<file path="src/rtl/xif_mac_coproc.sv">
// Multiply-accumulate coprocessor on the eXtension interface: speculative issue queue,
// commit/kill tracking and in-order execution of custom-0 MAC/RDACC/CLRACC.
module xif_mac_coproc #(
  parameter int unsigned X_ID_WIDTH = 4,
  parameter int unsigned DEPTH      = 4
) (
  input  logic                  clk_i,
  input  logic                  rst_i,
  input  logic                  issue_valid_i,
  output logic                  issue_ready_o,
  input  logic [31:0]           issue_instr_i,
  input  logic [X_ID_WIDTH-1:0] issue_id_i,
  input  logic [31:0]           issue_rs1_i,
  input  logic [31:0]           issue_rs2_i,
  input  logic [1:0]            issue_rs_valid_i,
  output logic                  issue_accept_o,
  output logic                  issue_writeback_o,
  input  logic                  commit_valid_i,
  input  logic [X_ID_WIDTH-1:0] commit_id_i,
  input  logic                  commit_kill_i,
  output logic                  result_valid_o,
  input  logic                  result_ready_i,
  output logic [X_ID_WIDTH-1:0] result_id_o,
  output logic [31:0]           result_data_o,
  output logic [4:0]            result_rd_o,
  output logic                  result_we_o,
  output logic [31:0]           acc_o
);

  localparam int unsigned CW = $clog2(DEPTH + 1);

  typedef struct packed {
    logic [X_ID_WIDTH-1:0] id;
    logic [2:0]            funct3;
    logic [4:0]            rd;
    logic [31:0]           rs1;
    logic [31:0]           rs2;
    logic                  committed;
    logic                  killed;
  } entry_t;

  typedef enum logic [1:0] {StIdle, StExec, StResult} state_e;

  entry_t        fifo_q [DEPTH];
  entry_t        fifo_d [DEPTH];
  entry_t        ext    [DEPTH];
  entry_t        new_e;
  entry_t        head;
  logic [CW-1:0] count_q, count_d, n_cnt;
  logic          recognised, full, push, pop, found, head_valid, dup_id;
  state_e        state_q;
  logic          phase_q;
  logic [31:0]   prod_q, acc_q, mac_sum;
  logic          unused_instr;

  assign unused_instr = ^issue_instr_i[24:15];

  assign recognised = (issue_instr_i[6:0] == 7'b0001011) && (issue_instr_i[31:25] == 7'd0) &&
                      (issue_instr_i[14:12] <= 3'd2);
  assign full              = (count_q == CW'(DEPTH));
  assign issue_accept_o    = recognised;
  assign issue_writeback_o = recognised;
  assign issue_ready_o     = !recognised || (!full && issue_rs_valid_i == 2'b11);
  assign push              = issue_valid_i && issue_ready_o && recognised;
  assign acc_o             = acc_q;
  assign mac_sum           = acc_q + prod_q;

  // Queue view after this cycle's push and commit, so IDLE can react to a same-cycle commit.
  always_comb begin
    new_e           = '0;
    new_e.id        = issue_id_i;
    new_e.funct3    = issue_instr_i[14:12];
    new_e.rd        = issue_instr_i[11:7];
    new_e.rs1       = issue_rs1_i;
    new_e.rs2       = issue_rs2_i;
    for (int unsigned i = 0; i < DEPTH; i++) begin
      ext[i] = fifo_q[i];
      if (push && CW'(i) == count_q) ext[i] = new_e;
    end
    n_cnt = count_q + CW'(push);
    found = 1'b0;
    if (commit_valid_i) begin
      for (int unsigned i = 0; i < DEPTH; i++) begin
        if (!found && CW'(i) < n_cnt && ext[i].id == commit_id_i) begin
          ext[i].committed = 1'b1;
          if (commit_kill_i) ext[i].killed = 1'b1;
          found = 1'b1;
        end
      end
    end
    head       = ext[0];
    head_valid = (n_cnt != '0);
    pop = (state_q == StIdle && head_valid && head.committed && head.killed) ||
          (state_q == StResult && result_ready_i);
    for (int unsigned i = 0; i < DEPTH; i++) fifo_d[i] = ext[i];
    if (pop) begin
      for (int unsigned i = 0; i + 1 < DEPTH; i++) fifo_d[i] = ext[i+1];
    end
    count_d = n_cnt - CW'(pop);
  end

  always_comb begin
    dup_id = 1'b0;
    for (int unsigned i = 0; i < DEPTH; i++) begin
      if (CW'(i) < count_q && fifo_q[i].id == issue_id_i) dup_id = 1'b1;
    end
  end

  always_ff @(posedge clk_i or posedge rst_i) begin
    if (rst_i) begin
      count_q <= '0;
      for (int unsigned i = 0; i < DEPTH; i++) fifo_q[i] <= '0;
    end else begin
      count_q <= count_d;
      for (int unsigned i = 0; i < DEPTH; i++) fifo_q[i] <= fifo_d[i];
    end
  end

  always_ff @(posedge clk_i or posedge rst_i) begin
    if (rst_i) begin
      state_q        <= StIdle;
      phase_q        <= 1'b0;
      prod_q         <= '0;
      acc_q          <= '0;
      result_valid_o <= 1'b0;
      result_id_o    <= '0;
      result_data_o  <= '0;
      result_rd_o    <= '0;
      result_we_o    <= 1'b0;
    end else begin
      unique case (state_q)
        StIdle: begin
          if (head_valid && head.committed && !head.killed) begin
            state_q <= StExec;
            phase_q <= 1'b0;
          end
        end
        StExec: begin
          if (fifo_q[0].funct3 == 3'b000 && !phase_q) begin
            prod_q  <= fifo_q[0].rs1 * fifo_q[0].rs2;
            phase_q <= 1'b1;
          end else begin
            result_valid_o <= 1'b1;
            result_id_o    <= fifo_q[0].id;
            result_rd_o    <= fifo_q[0].rd;
            result_we_o    <= (fifo_q[0].rd != 5'd0);
            state_q        <= StResult;
            if (fifo_q[0].funct3 == 3'b000) begin
              acc_q         <= mac_sum;
              result_data_o <= mac_sum;
            end else begin
              result_data_o <= acc_q;
              if (fifo_q[0].funct3 == 3'b010) acc_q <= '0;
            end
          end
        end
        StResult: begin
          if (result_ready_i) begin
            result_valid_o <= 1'b0;
            state_q        <= StIdle;
          end
        end
        default: state_q <= StIdle;
      endcase
    end
  end

  // Upstream keeps ids unique among outstanding entries.
  assert property (@(posedge clk_i) disable iff (rst_i) push |-> !dup_id)
    else $error("duplicate outstanding id");

endmodule

</file>
<file path="config.mk">
export PLATFORM = sky130hd
export DESIGN_NAME = xif_mac_coproc
export DESIGN_NICKNAME = d
export VERILOG_FILES = /design/src/rtl/xif_mac_coproc.sv
export SDC_FILE = /design/constraint.sdc
export NUM_CORES = 2
export LEC_CHECK = 0
export CAP_MARGIN = 20
export CELL_PAD_IN_SITES_DETAIL_PLACEMENT = 0
export CELL_PAD_IN_SITES_GLOBAL_PLACEMENT = 1
export CORE_ASPECT_RATIO = 1.75
export CORE_MARGIN = 2
export CORE_UTILIZATION = 49
export CTS_BUF_LIST = sky130_fd_sc_hd__clkbuf_8
export CTS_CLUSTER_DIAMETER = 50
export CTS_CLUSTER_SIZE = 16
export DETAILED_ROUTE_END_ITERATION = 8
export PLACE_DENSITY_LB_ADDON = 0.1
export SETUP_SLACK_MARGIN = 0.4
export SKIP_CTS_REPAIR_TIMING = 1
export SYNTH_ARGS = -nofsm -noshare
export SYNTH_HDL_FRONTEND = slang
export SYNTH_SLANG_ARGS = --single-unit
export TNS_END_PERCENT = 30
</file>
<file path="constraint.sdc">
create_clock -name clk_i -period 19 [get_ports clk_i]
set_clock_uncertainty 0.1 [all_clocks]
set_input_delay 5.7 -clock clk_i [delete_from_list [all_inputs] [get_ports clk_i]]
set_output_delay 5.7 -clock clk_i [all_outputs]
set_load 0.05 [all_outputs]
</file>
; Yosys cells after proc, flatten, opt, wreduce, memory -nomap -nowiden
; Index checks and enable logic that the tools add are counted.
[word_totals]
reg_bits = 425
out_inout_bits = 78
[op_classes]
eq_ne = 17
n_addsub = 3
bitwise_logic = 1
n_reduce_logical = 48
muxes = 36
n_mul = 1
order_cmp = 5
[op_table]
columns = operator, n
row1 = $mux 78, 4
row2 = $mux 234, 1
row3 = $mux 32, 3
row4 = $add 32x32->32, 1
row5 = $mul 32x32->32, 1
row6 = $logic_and 1x1->1, 23
row7 = $mux 2, 11
row8 = $eq 4x4->1, 4
row9 = $mux 1, 14
row10 = $reduce_and 3->1, 4
row11 = $reduce_bool 2->1, 4
row12 = $eq 7x4->1 const B, 1
row13 = $logic_not 1->1, 7
row14 = $logic_not 7->1, 1
row15 = $eq 2x3->1 const A, 2
row16 = $logic_not 3->1, 2
row17 = $lt 1x3->1 const A, 2
row18 = $lt 2x3->1 const A, 2
row19 = $ne 2x2->1 const B, 3
row20 = $pmux 2 s3, 1
row21 = $reduce_bool 5->1, 1
row22 = $eq 2x2->1 const B, 2
row23 = $pmux 1 s2, 2
row24 = $reduce_and 2->1, 2
row25 = 12 further kinds, 13

; Longest topological paths before layout
[depth]
ltp_word = 29
ltp_mapped = 27
depth_no_buf = 25

; Least setup slack after synthesis
; No wires, ideal clock.
[synth_timing]
path_type = in2out
startpoint = input port issue_instr_i[30]
endpoint = output port issue_ready_o
required_ps = 13200
cell_stages = 3
path_slack_ps = 5041
arrival_ps = 8159
path_cell_list = or3_1 -> nor3_1 -> nand2b_1
[synth_between]
elab_chain_len = 5
[synth_lines]
columns = item, line_no
row1 = from (decl), 11  ; input logic [31:0] issue_instr_i,
row2 = $logic_not 7->1, 58  ; assign recognised = (issue_instr_i[6:0] == 7'b0001011) && (issue_instr_i[31:25] == 7'd0) &&
row3 = $logic_and 1x1->1 (2 in series), 58
row4 = net issue_accept_o, 16  ; output logic issue_accept_o,
row5 = $logic_not 1->1, 63  ; assign issue_ready_o = !recognised || (!full && issue_rs_valid_i == 2'b11);
row6 = $logic_or 1x1->1, 63
row7 = to (decl), 10  ; output logic issue_ready_o,
; The timed path passes the listed nets, and every way through them passes these cells.

; Final worst setup path
[layout_timing]
startpoint = input port issue_instr_i[4]
endpoint = output port issue_writeback_o
[layout_between]
elab_chain_len = 3
[layout_lines]
columns = item, line_no
row1 = $eq 7x4->1, 58
row2 = $logic_and 1x1->1 (2 in series), 58
row3 = to (decl), 17  ; output logic issue_writeback_o,
; No other way between the ends.

==> flow_metrics.tcl <==
set metrics [dict create \
    yosysWarnings 0 \
    drv_slew 0 \
    hpwl_um 76060 \
    grt_pass1_vias 30270 \
    overflow 0 \
    place_ws_ns 4.723 \
    worstHoldEndpoint "fifo_q[69]$_DFF_PP0_" \
    synth_top_family_by_area "adder cells" \
    rows 130 \
    yosysTopAreaCell "dfrtp_1" \
    area_growth_syn_to_layout_pct 9.598 \
    layout-drive-gt1-share_pct 3.940 \
    r2r_slack_ns 10.91 \
    synth_cell_type_count 77 \
    synthesis.area_mm2 0.03563 \
    place_area_mm2 0.03811 \
    postLayoutCellArea_mm2 0.03905 \
    drtIter0Drc 1831 \
    vias 27960 \
    finalSetupViolations 0 \
    hold_path_startpoint "fifo_q[69]$_DFF_PP0_" \
    status "complete, no violations" \
    synthSimpleGateAreaFrac_pct 20.24 \
    route.detailed.drc 0 \
    cap_violations 0 \
    wire_per_inst_um 21.93 \
    hold_path_class "reg -> reg" \
    synth_adder_area_share_pct 28.53 \
    fin_crit_ns 14.27 \
    synth_enable_flop_cells 0 \
    maxSlewHeadroom_pct 24.14 \
    synthArstFlopShare_pct 100.0 \
    initial_utilization_pct 49.56 \
    arrival_ns 8.47 \
    r2r_end "prod_q[31]$_DFFE_PP0P_" \
    port_buffers 179 \
    fmaxAchievable_mhz 70.07 \
    h-tree-depth 2 \
    cts.sinks 425 \
    die-area_mm2 0.07497 \
    fin_nets 4514 \
    vias_per_cell 5.844 \
    avgSynthCellArea_um2 9.356 \
    synthFlopType "dfrtp_1" \
    synth_compound_gate_area_share_pct 10.82 \
    fp.dieH_um 360.7 \
    antenna_found_initial 4 \
    rsz0062_at_grt "false" \
    layout_common_cells "nand2_1, dfrtp_1, inv_1" \
    ys_top_cells_by_area "dfrtp_1, fa_1, nand2_1" \
    cts_buffer_depth 3 \
    cts_tree "done" \
    core_area_mm2 0.07189 \
    hold_violations 0 \
    end_kind "primary output" \
    final.period_utilization_pct 75.11 \
    ys_ff_latch 425 \
    final_common_cell "nand2_1" \
    fillers 6586 \
    cp_max_fo 7 \
    clock-root-buffer "clkbuf_8" \
    synth_top_cell_area_share_pct 29.85 \
    min_path_cells 2 \
    r2r_cells 21 \
    ys_seq_area_share_pct 29.85 \
    dieWidth_um 207.8 \
    drtPass1Iterations 5 \
    grt_max_degree 195 \
    crit_type "in -> out" \
    gp_congestion 0.8956 \
    post_synth_inst_count 3808 \
    worst_pin_slew_ns 1.138 \
    ant_nets 0 \
    setup_slack_ns 4.728 \
    fin_tns_setup_ns 0 \
    synth_xor_area_share_pct 2.802 \
    cts_buffers 38 \
    ios 190 \
    wl_um 104900 \
    r2r_start "fifo_q[238]$_DFFE_PP0P_" \
    crit_required_ns 13.20 \
    startpoint_type "input pin" \
    clk_latency_ns 0.66 \
    synthMuxAreaShare_pct 0.6392 \
    synth_nets 4487 \
    groute.usage.overall_pct 28.29 \
    grt_pass1_wl_um 166300 \
    path_clk_slew_ns 0.09 \
]
==> cell usage after synthesis (8+ instances only) <==
cell,n
o31ai_1,13
nor3b_1,78
or3_1,9
inv_1,418
xnor2_1,74
nor2b_1,8
nor2_1,141
a211oi_1,8
a221o_1,151
nand4_1,9
nand3_1,32
and2_1,292
o21ai_0,81
a31oi_1,84
buf_2,34
and3_1,86
a21oi_1,78
clkbuf_1,206
nand2_1,774
fa_1,409
ha_1,158
mux2_2,9
dfrtp_1,425
nand2b_1,15
xor2_1,40
nor3_1,20
mux2i_1,10
o211ai_1,8
a21o_1,30
==> through the flow <==
stage          util [%]  std cells  hold WS [ns]
3_5_place_dp      53.01       4716        0.3529
4_1_cts           54.19       4779        0.3632
6_report          54.31       4785        0.3731
5_1_grt           54.31       4785        0.3902
3_3_place_gp      53.01       4716        0.3451
2_1_floorplan         -       3808        0.3350
==> sequential cells by signal, summed over array words and instances, names as in the netlist, 2 cells and up <==
register       count
acc_o             32
count_q            3
result_rd_o        5
fifo_q           312
state_q            2
result_id_o        4
result_data_o     32
prod_q            32
==> worst max-delay path, cell delays in order <==
cell,delay (ns)
clkdlybuf4s50_1,0.47
nor4b_1,0.37
nand2_1,0.14
nor3_1,0.83
clkdlybuf4s50_1,0.96
==> worst max-delay path by stage <==
| stage | to | start | depth (start not counted) |
|---|---|---|---|
| 2_1_floorplan | acc_o[0]$_DFFE_PP0P_ | rst_i | 1 |
| 3_3_place_gp | issue_accept_o | issue_instr_i[4] | 5 |
| 3_5_place_dp | issue_writeback_o | issue_instr_i[4] | 5 |
| 4_1_cts | issue_writeback_o | issue_instr_i[4] | 5 |
| 6_report | issue_writeback_o | issue_instr_i[4] | 5 |
| 5_1_grt | issue_writeback_o | issue_instr_i[25] | 5 |
==> area by class of cell <==
type	instances	area [um2]	area share [%]
antenna	3	7.507	0.01923
clock buffer	43	591.8	1.516
clock inverter	20	251.5	0.6441
inverter	419	1580	4.047
multi-input combinational	2720	22560	57.77
sequential	425	10640	27.24
tap	924	1156	2.961
timing repair buffer	231	2267	5.806
==> metal layers <==
metal	vias to the layer above	global-route usage (%)	wire length, um
met5	-	0	0
met3	282	2.637	4181
met4	0	16.52	6728
met1	14460	31.20	37430
met2	809	52.56	56590
li1	12420	-	-
==> cells by family (layout without fill, tap and decap cells) <==
| group | count (synthesis) | in the layout |
|---|---|---|
| and+or+nand+nor | 1497 | 1497 |
| AOI/OAI and AO/OA | 521 | 521 |
| adders and majority gates | 567 | 567 |
| other | 0 | 3 |
| DFF | 425 | 425 |
| muxes | 21 | 21 |
| buffers and inverters | 663 | 713 |
| xor gates and xnor gates | 114 | 114 |
Power is left out: the tool's default activity adds up to more than one toggle a clock period on the data nets, which glitch-free logic cannot reach.
